===== src/rtl/regfile_wb_arbiter.sv =====
// Two-port register-file writeback arbiter with anti-starvation for the
// long-latency port and a pending-write scoreboard for issue hazard checks.
module regfile_wb_arbiter (
  input  logic        clk,
  input  logic        rst,
  input  logic        p0_valid,
  input  logic [4:0]  p0_addr,
  input  logic [31:0] p0_data,
  output logic        p0_ready,
  input  logic        p1_valid,
  input  logic [4:0]  p1_addr,
  input  logic [31:0] p1_data,
  output logic        p1_ready,
  output logic        we,
  output logic [4:0]  waddr,
  output logic [31:0] wdata,
  input  logic        mark_valid,
  input  logic [4:0]  mark_addr,
  input  logic [4:0]  chk_addr1,
  input  logic [4:0]  chk_addr2,
  output logic        hazard
);

  logic [1:0]  starve;
  logic [31:0] busy;
  logic [31:0] busy_next;
  logic        force_p1;
  logic        p0_grant;
  logic        p1_grant;
  logic        xfer;
  logic [4:0]  xfer_addr;
  logic [31:0] xfer_data;

  // p1 overrides p0 once it has been passed over three cycles in a row.
  always_comb begin
    force_p1  = p1_valid && (starve == 2'd3);
    p0_grant  = !rst && p0_valid && !force_p1;
    p1_grant  = !rst && p1_valid && (force_p1 || !p0_valid);
    xfer      = p0_grant || p1_grant;
    xfer_addr = p1_grant ? p1_addr : p0_addr;
    xfer_data = p1_grant ? p1_data : p0_data;
  end

  assign p0_ready = p0_grant;
  assign p1_ready = p1_grant;
  assign hazard   = busy[chk_addr1] | busy[chk_addr2];

  // Clear on writeback first, then mark, so a same-cycle mark wins.
  always_comb begin
    busy_next = busy;
    if (xfer) begin
      busy_next[xfer_addr] = 1'b0;
    end
    if (mark_valid) begin
      busy_next[mark_addr] = 1'b1;
    end
    busy_next[0] = 1'b0;
  end

  always_ff @(posedge clk) begin
    if (rst) begin
      starve <= '0;
      busy   <= '0;
      we     <= 1'b0;
      waddr  <= '0;
      wdata  <= '0;
    end else begin
      busy <= busy_next;
      if (!p1_valid || p1_grant) begin
        starve <= '0;
      end else if (starve != 2'd3) begin
        starve <= starve + 2'd1;
      end
      we <= xfer && (xfer_addr != 5'd0);
      if (xfer && (xfer_addr != 5'd0)) begin
        waddr <= xfer_addr;
        wdata <= xfer_data;
      end
    end
  end

endmodule


===== config.mk =====
export PLATFORM = sky130hd
export DESIGN_NAME = regfile_wb_arbiter
export DESIGN_NICKNAME = d
export VERILOG_FILES = /design/src/rtl/regfile_wb_arbiter.sv
export SDC_FILE = /design/constraint.sdc
export NUM_CORES = 1
export LEC_CHECK = 0
export BUFFER_PORTS_ARGS = -buffer_cell sky130_fd_sc_hd__buf_2
export CAP_MARGIN = 20
export CORE_UTILIZATION = 51
export CTS_CLUSTER_SIZE = 25
export DETAILED_ROUTE_END_ITERATION = 6
export GPL_TIMING_DRIVEN = 0
export PLACE_DENSITY = 0.8
export SETUP_SLACK_MARGIN = 0.4
export SYNTH_ARGS = -nofsm -noshare
export SYNTH_HDL_FRONTEND = slang
export SYNTH_SLANG_ARGS = --single-unit

===== constraint.sdc =====
create_clock -name clk -period 2.1 [get_ports clk]
set_input_delay 0.315 -clock clk [delete_from_list [all_inputs] [get_ports clk]]
set_output_delay 0.315 -clock clk [all_outputs]
set_load 0.02 [all_outputs]

Yosys cells after proc, flatten, opt, wreduce, memory -nomap -nowiden:

Index checks and enable logic that the tools add are counted.

* add/subtract/negate cells: 1
* order comparisons: 6
* equality and inequality tests: 2
* multiplexer cells: 12
* bitwise operators: 4
* reduce and logical (&&, ||, !) cells: 17

Operators by type and width (number)
* $mux W32: 3
* $and A32 B32 Y32: 1
* $not A32 Y32: 1
* $or A32 B32 Y32: 1
* $lt A5 B6 Y1 const B: 4
* $bmux W1 S5: 2
* $demux W1 S5: 2
* $ge A5 B1 Y1 const B: 2
* $logic_and A1 B1 Y1: 8
* $mux W5: 1
* $reduce_bool A5 Y1: 1
* $logic_not A1 Y1: 4
* $mux W1: 4
* $logic_or A1 B1 Y1: 3
* $add A2 B1 Y2 const B: 1
* $eq A2 B2 Y1 const B: 1
* $ne A2 B2 Y1 const B: 1
* $reduce_or A2 Y1: 1
* $or A1 B1 Y1: 1

* flip-flop bits (word level): 72
* input port bits: 94
* output and inout port bits: 41
* word-level logic and storage cells: 48

Logic depth before layout (Yosys ltp):

* word-level depth: 14
* gate-level depth with buffers: 9
* gate-level depth less buffers: 6

Worst setup path after synthesis:

Ideal clock, no wire load.

* path type: input-to-output
* start: input port chk_addr1[0]
* end: output port hazard
* arrival time: 1.749 ns
* slack: 0.036 ns
* cell stages on the path: 5
* path through: clkbuf_1 -> mux4_2 -> mux2_2 -> a21oi_1 -> o211ai_1

* word-level cells in the longest chain between the ends: 3

Ends and longest elaborated chain
* from (decl): RTL line 19 `input logic [4:0] chk_addr1,`
* $bmux W1 S5: RTL line 46 `assign hazard = busy[chk_addr1] | busy[chk_addr2];`
* $mux W1 (implied by the code): RTL line 46
* $or A1 B1 Y1: RTL line 46
* to (decl): RTL line 21 `output logic hazard`

Every way passes these cells. The select of a mux whose other input is x is not followed.

Final worst setup path:

* start: register starve[0]
* end: register wdata[8]

* word-level cells in the longest chain between the ends: 7
* elaborated cells on any way between the ends: 11
* those cells by class: eq/ne: 1; mux: 2; reduce/logical: 8

Ends and longest elaborated chain
* from (decl): RTL line 24 `logic [1:0] starve;`
* from (signal assigned): RTL line 72 `starve <= starve + 2'd1;`
* $eq A2 B2 Y1 (*): RTL line 36 `force_p1 = p1_valid && (starve == 2'd3);`
* $logic_and A1 B1 Y1 (*): RTL line 36
* $logic_or A1 B1 Y1: RTL line 38 `p1_grant = !rst && p1_valid && (force_p1 || !p0_valid);`
* $logic_and A1 B1 Y1: RTL line 38
* $mux W5: RTL line 40 `xfer_addr = p1_grant ? p1_addr : p0_addr;`
* $reduce_bool A5 Y1: RTL line 75 `if (xfer && (xfer_addr != 5'd0)) begin`
* $logic_and A1 B1 Y1: RTL line 75
* to (signal assigned): RTL line 77 `wdata <= xfer_data;`
* to (decl): RTL line 16 `output logic [31:0] wdata,`

Mark *: on every way between the ends. The rest lies on a longest branch, timed or not.
A chain may end at the register's enable or synchronous reset.

==> results.yml <==
timing:
  setup_ws_ns: -0.139
  slew_headroom_pct: 27.8
  report.final.hold_viol_count: 0
  worst_slew_pin_slew_ns: 1.08
  finClkSkew_ns: 0.00650
  fin_hold_ws_ns: 0.246
  grt_setup_unrepaired: "true"
  finalSetupViolations: 46
  fin_crit_ns: 2.24
  finalSetupTns_ns: -2.39
  max_freq_mhz: 447
  period_share_pct: 107
  slew_viol_final: 0
layout:
  diodes: 0
  final_cells: 748
  fill_cells: 294
  final_nets: 738
  ff_latch_area_um2: 1430
  drive_gt1_share_pct: 58.4
  multi_input_area_um2: 3230
  syn_to_final_growth_pct: 65.5
run_status:
  violations: "setup timing"
  outcome: "complete, but fails checks"
route:
  drtIter0Drc: 770
  wl_um: 21700
  ant_nets: 0
  wl_per_cell_um: 29.0
  vias_per_cell: 7.39
  drc: 0
  vias: 5526
  drtPass1Iterations: 5
floorplan:
  fp.dieH_um: 91.6
  chipWidth_um: 91.6
  start_util_pct: 52.9
  rows: 32
  ios: 135
  die_area_um2: 8380
  coreArea_um2: 7730
cts:
  clock_latency_ns: 0.36
  hold_buffers: 0
  clkTransAtPathRegs_ns: 0.08
  cts.sinks: 71
  clockBufferDepth: 2
  htreeDepth: 3
  cts_root_buf: "clkbuf_8"
  tritoncts.num_buffers: 9
  cts_tree: "done"
synth:
  synthTopCellsByArea: "dfxtp_1, a311oi_2, nand2_1"
  synthArstFlopShare_pct: 0
  synth_cell_type_count: 58
  synthesis.area_um2: 4090
  synth_common_cells: "nand2_1, dfxtp_1, a21oi_1, a311oi_2, clkbuf_1"
  seq_area_frac_synth_pct: 34.7
  yosys.area.top_type: "dfxtp_1"
  syn-instance-count: 450
  synth_nets: 545
  synth_top_area_share_pct: 34.7
  synth_edf_count: 0
  yosysWarningCount: 0
  ys.flop_type: "dfxtp_1"
  yosys_register_bits: 71
  syn_area_per_cell_um2: 9.09
  synth_most_common_cell: "nand2_1"
grt:
  met3_usage_pct: 7.87
  grt_start_max_net_pins: 12
  grt_use_total_pct: 40.1
  globalRouteOverflowTotal: 0
  grt.busiest_layer: "met2"
  grt_pass1_vias: 4917
  antenna_found_initial: 0
  use_met2_pct: 68.5
  grtUsageMet1_pct: 46.2
  grt_pass1_wl_um: 25900
setup_path:
  reg2reg_to: "wdata[8]"
  ff2ff_path_depth: 11
  rrSetupSlack_ns: -0.14
  cp_max_fo: 7
  critPathLaunchType: "flop"
  criticalPathCategory: "reg2reg"
  crit_arrival_ns: 2.49
  required_ns: 2.35
  worstSetupEndpointType: "flop"
  r2r-start: "starve[0]"
placement:
  placed_cells: 677
  numPortBuffers: 125
  hpwl_um: 8980
  place_congestion: 0.905
min_path:
  min_path_type: "in2reg"
  hold_path_end: "wdata[17]"
  hold_depth: 3
  hp-start: "p0_data[17]"
pwr:
  p_total_w: 0.00361
  ir_worst_vdd_mv: 0.555
  power_density_nw_per_um2: 534
  p_leak_nw: 2.64
job:
  cap_violations: 0
[area by class of cell]
cell class | instances | share of cell area [%]
Buffer | 38 | 5.52
Timing Repair Buffer | 182 | 20.7
Sequential cell | 71 | 21.1
Inverter | 11 | 0.794
Clock inverter | 4 | 0.369
Multi-Input combinational cell | 330 | 47.7
Clock buffer | 10 | 1.88
Tap cell | 102 | 1.88
[worst max-delay path, cell delays in order, from the launching register on]
cell	delay, ns
dfxtp_2	0.38
ha_4	0.15
and2b_4	0.21
buf_6	0.13
o21ai_4	0.20
buf_6	0.14
o211a_4	0.17
nor2_4	0.05
buf_12	0.18
buf_12	0.12
buf_16	0.13
a311oi_4	0.26
[cell usage in the layout (no fill, tap or decap), drive strengths merged, types with 3 or more instances in the layout]
master and count:
clkinv 3, nor2 13, clkbuf 33, a31o 4, nand2 85, nor4 4
o31ai 7, mux2 6, a32o 3, inv 10, mux4 13, mux2i 8
o311ai 16, o21ai 24, a311oi 34, nor3b 3, buf 197, nand3 13
o211ai 6, nand3b 5, nand2b 8, dfxtp 71, a21oi 51
[per-layer routing]
| layer | vias to the layer above | routed length [µm] |
|---|---|---|
| met2 | 656 | 9630 |
| met4 | 0 | 2250 |
| li1 | 2111 | - |
| met5 | - | 0 |
| met3 | 262 | 2880 |
| met1 | 2497 | 6920 |
[flip-flops by register name (all words and copies together) (netlist names)]
name    count
busy       31
starve      2
waddr       5
wdata      32
we          1
[cells by family (layout without fill, tap and decap cells)]
group	count (synthesis)	after routing	synth area share (%)
mux	27	27	10.8
simple gates	146	146	17.4
compound gates	156	156	31.3
buf+inv	49	245	5.47
fa+ha+maj	1	1	0.306
flops	71	71	34.7
[where the power goes]
part	switching, W	internal [W]
combinational	0.000669	0.000483
sequential	0.0000650	0.00141
clock	0.000572	0.000412
total	0.00131	0.00231
[worst max path at each step]
stage	startpoint	end	slack (ns)	depth (start not counted)
6_report	starve[0]	wdata[8]	-0.14	11
4_1_cts	busy[23]	hazard	-0.1	5
5_1_grt	busy[19]	hazard	-0.16	5
2_1_floorplan	chk_addr2[0]	hazard	0.26	5
3_5_place_dp	rst	wdata[5]	-0.19	7
3_3_place_gp	rst	busy[16]	-0.11	7
[repair_timing]
action,4_1_cts,5_1_grt
pin swaps,63,35
buffers inserted,26,22
gates resized for setup,163,56
gates cloned,9,0
setup endpoints to repair,70,71
[stage by stage]
stage          instance area (µm²)  util, %  setup slack (ns)
3_5_place_dp                  4980     64.4            -0.192
4_1_cts                       6250     80.9           -0.0974
5_1_grt                       6770     87.6            -0.164
6_report                      6770     87.6            -0.139
2_1_floorplan                 4220        -             0.257
3_3_place_gp                  4980     64.4            -0.110
No activity file was read; power rests on OpenSTA's default activity.
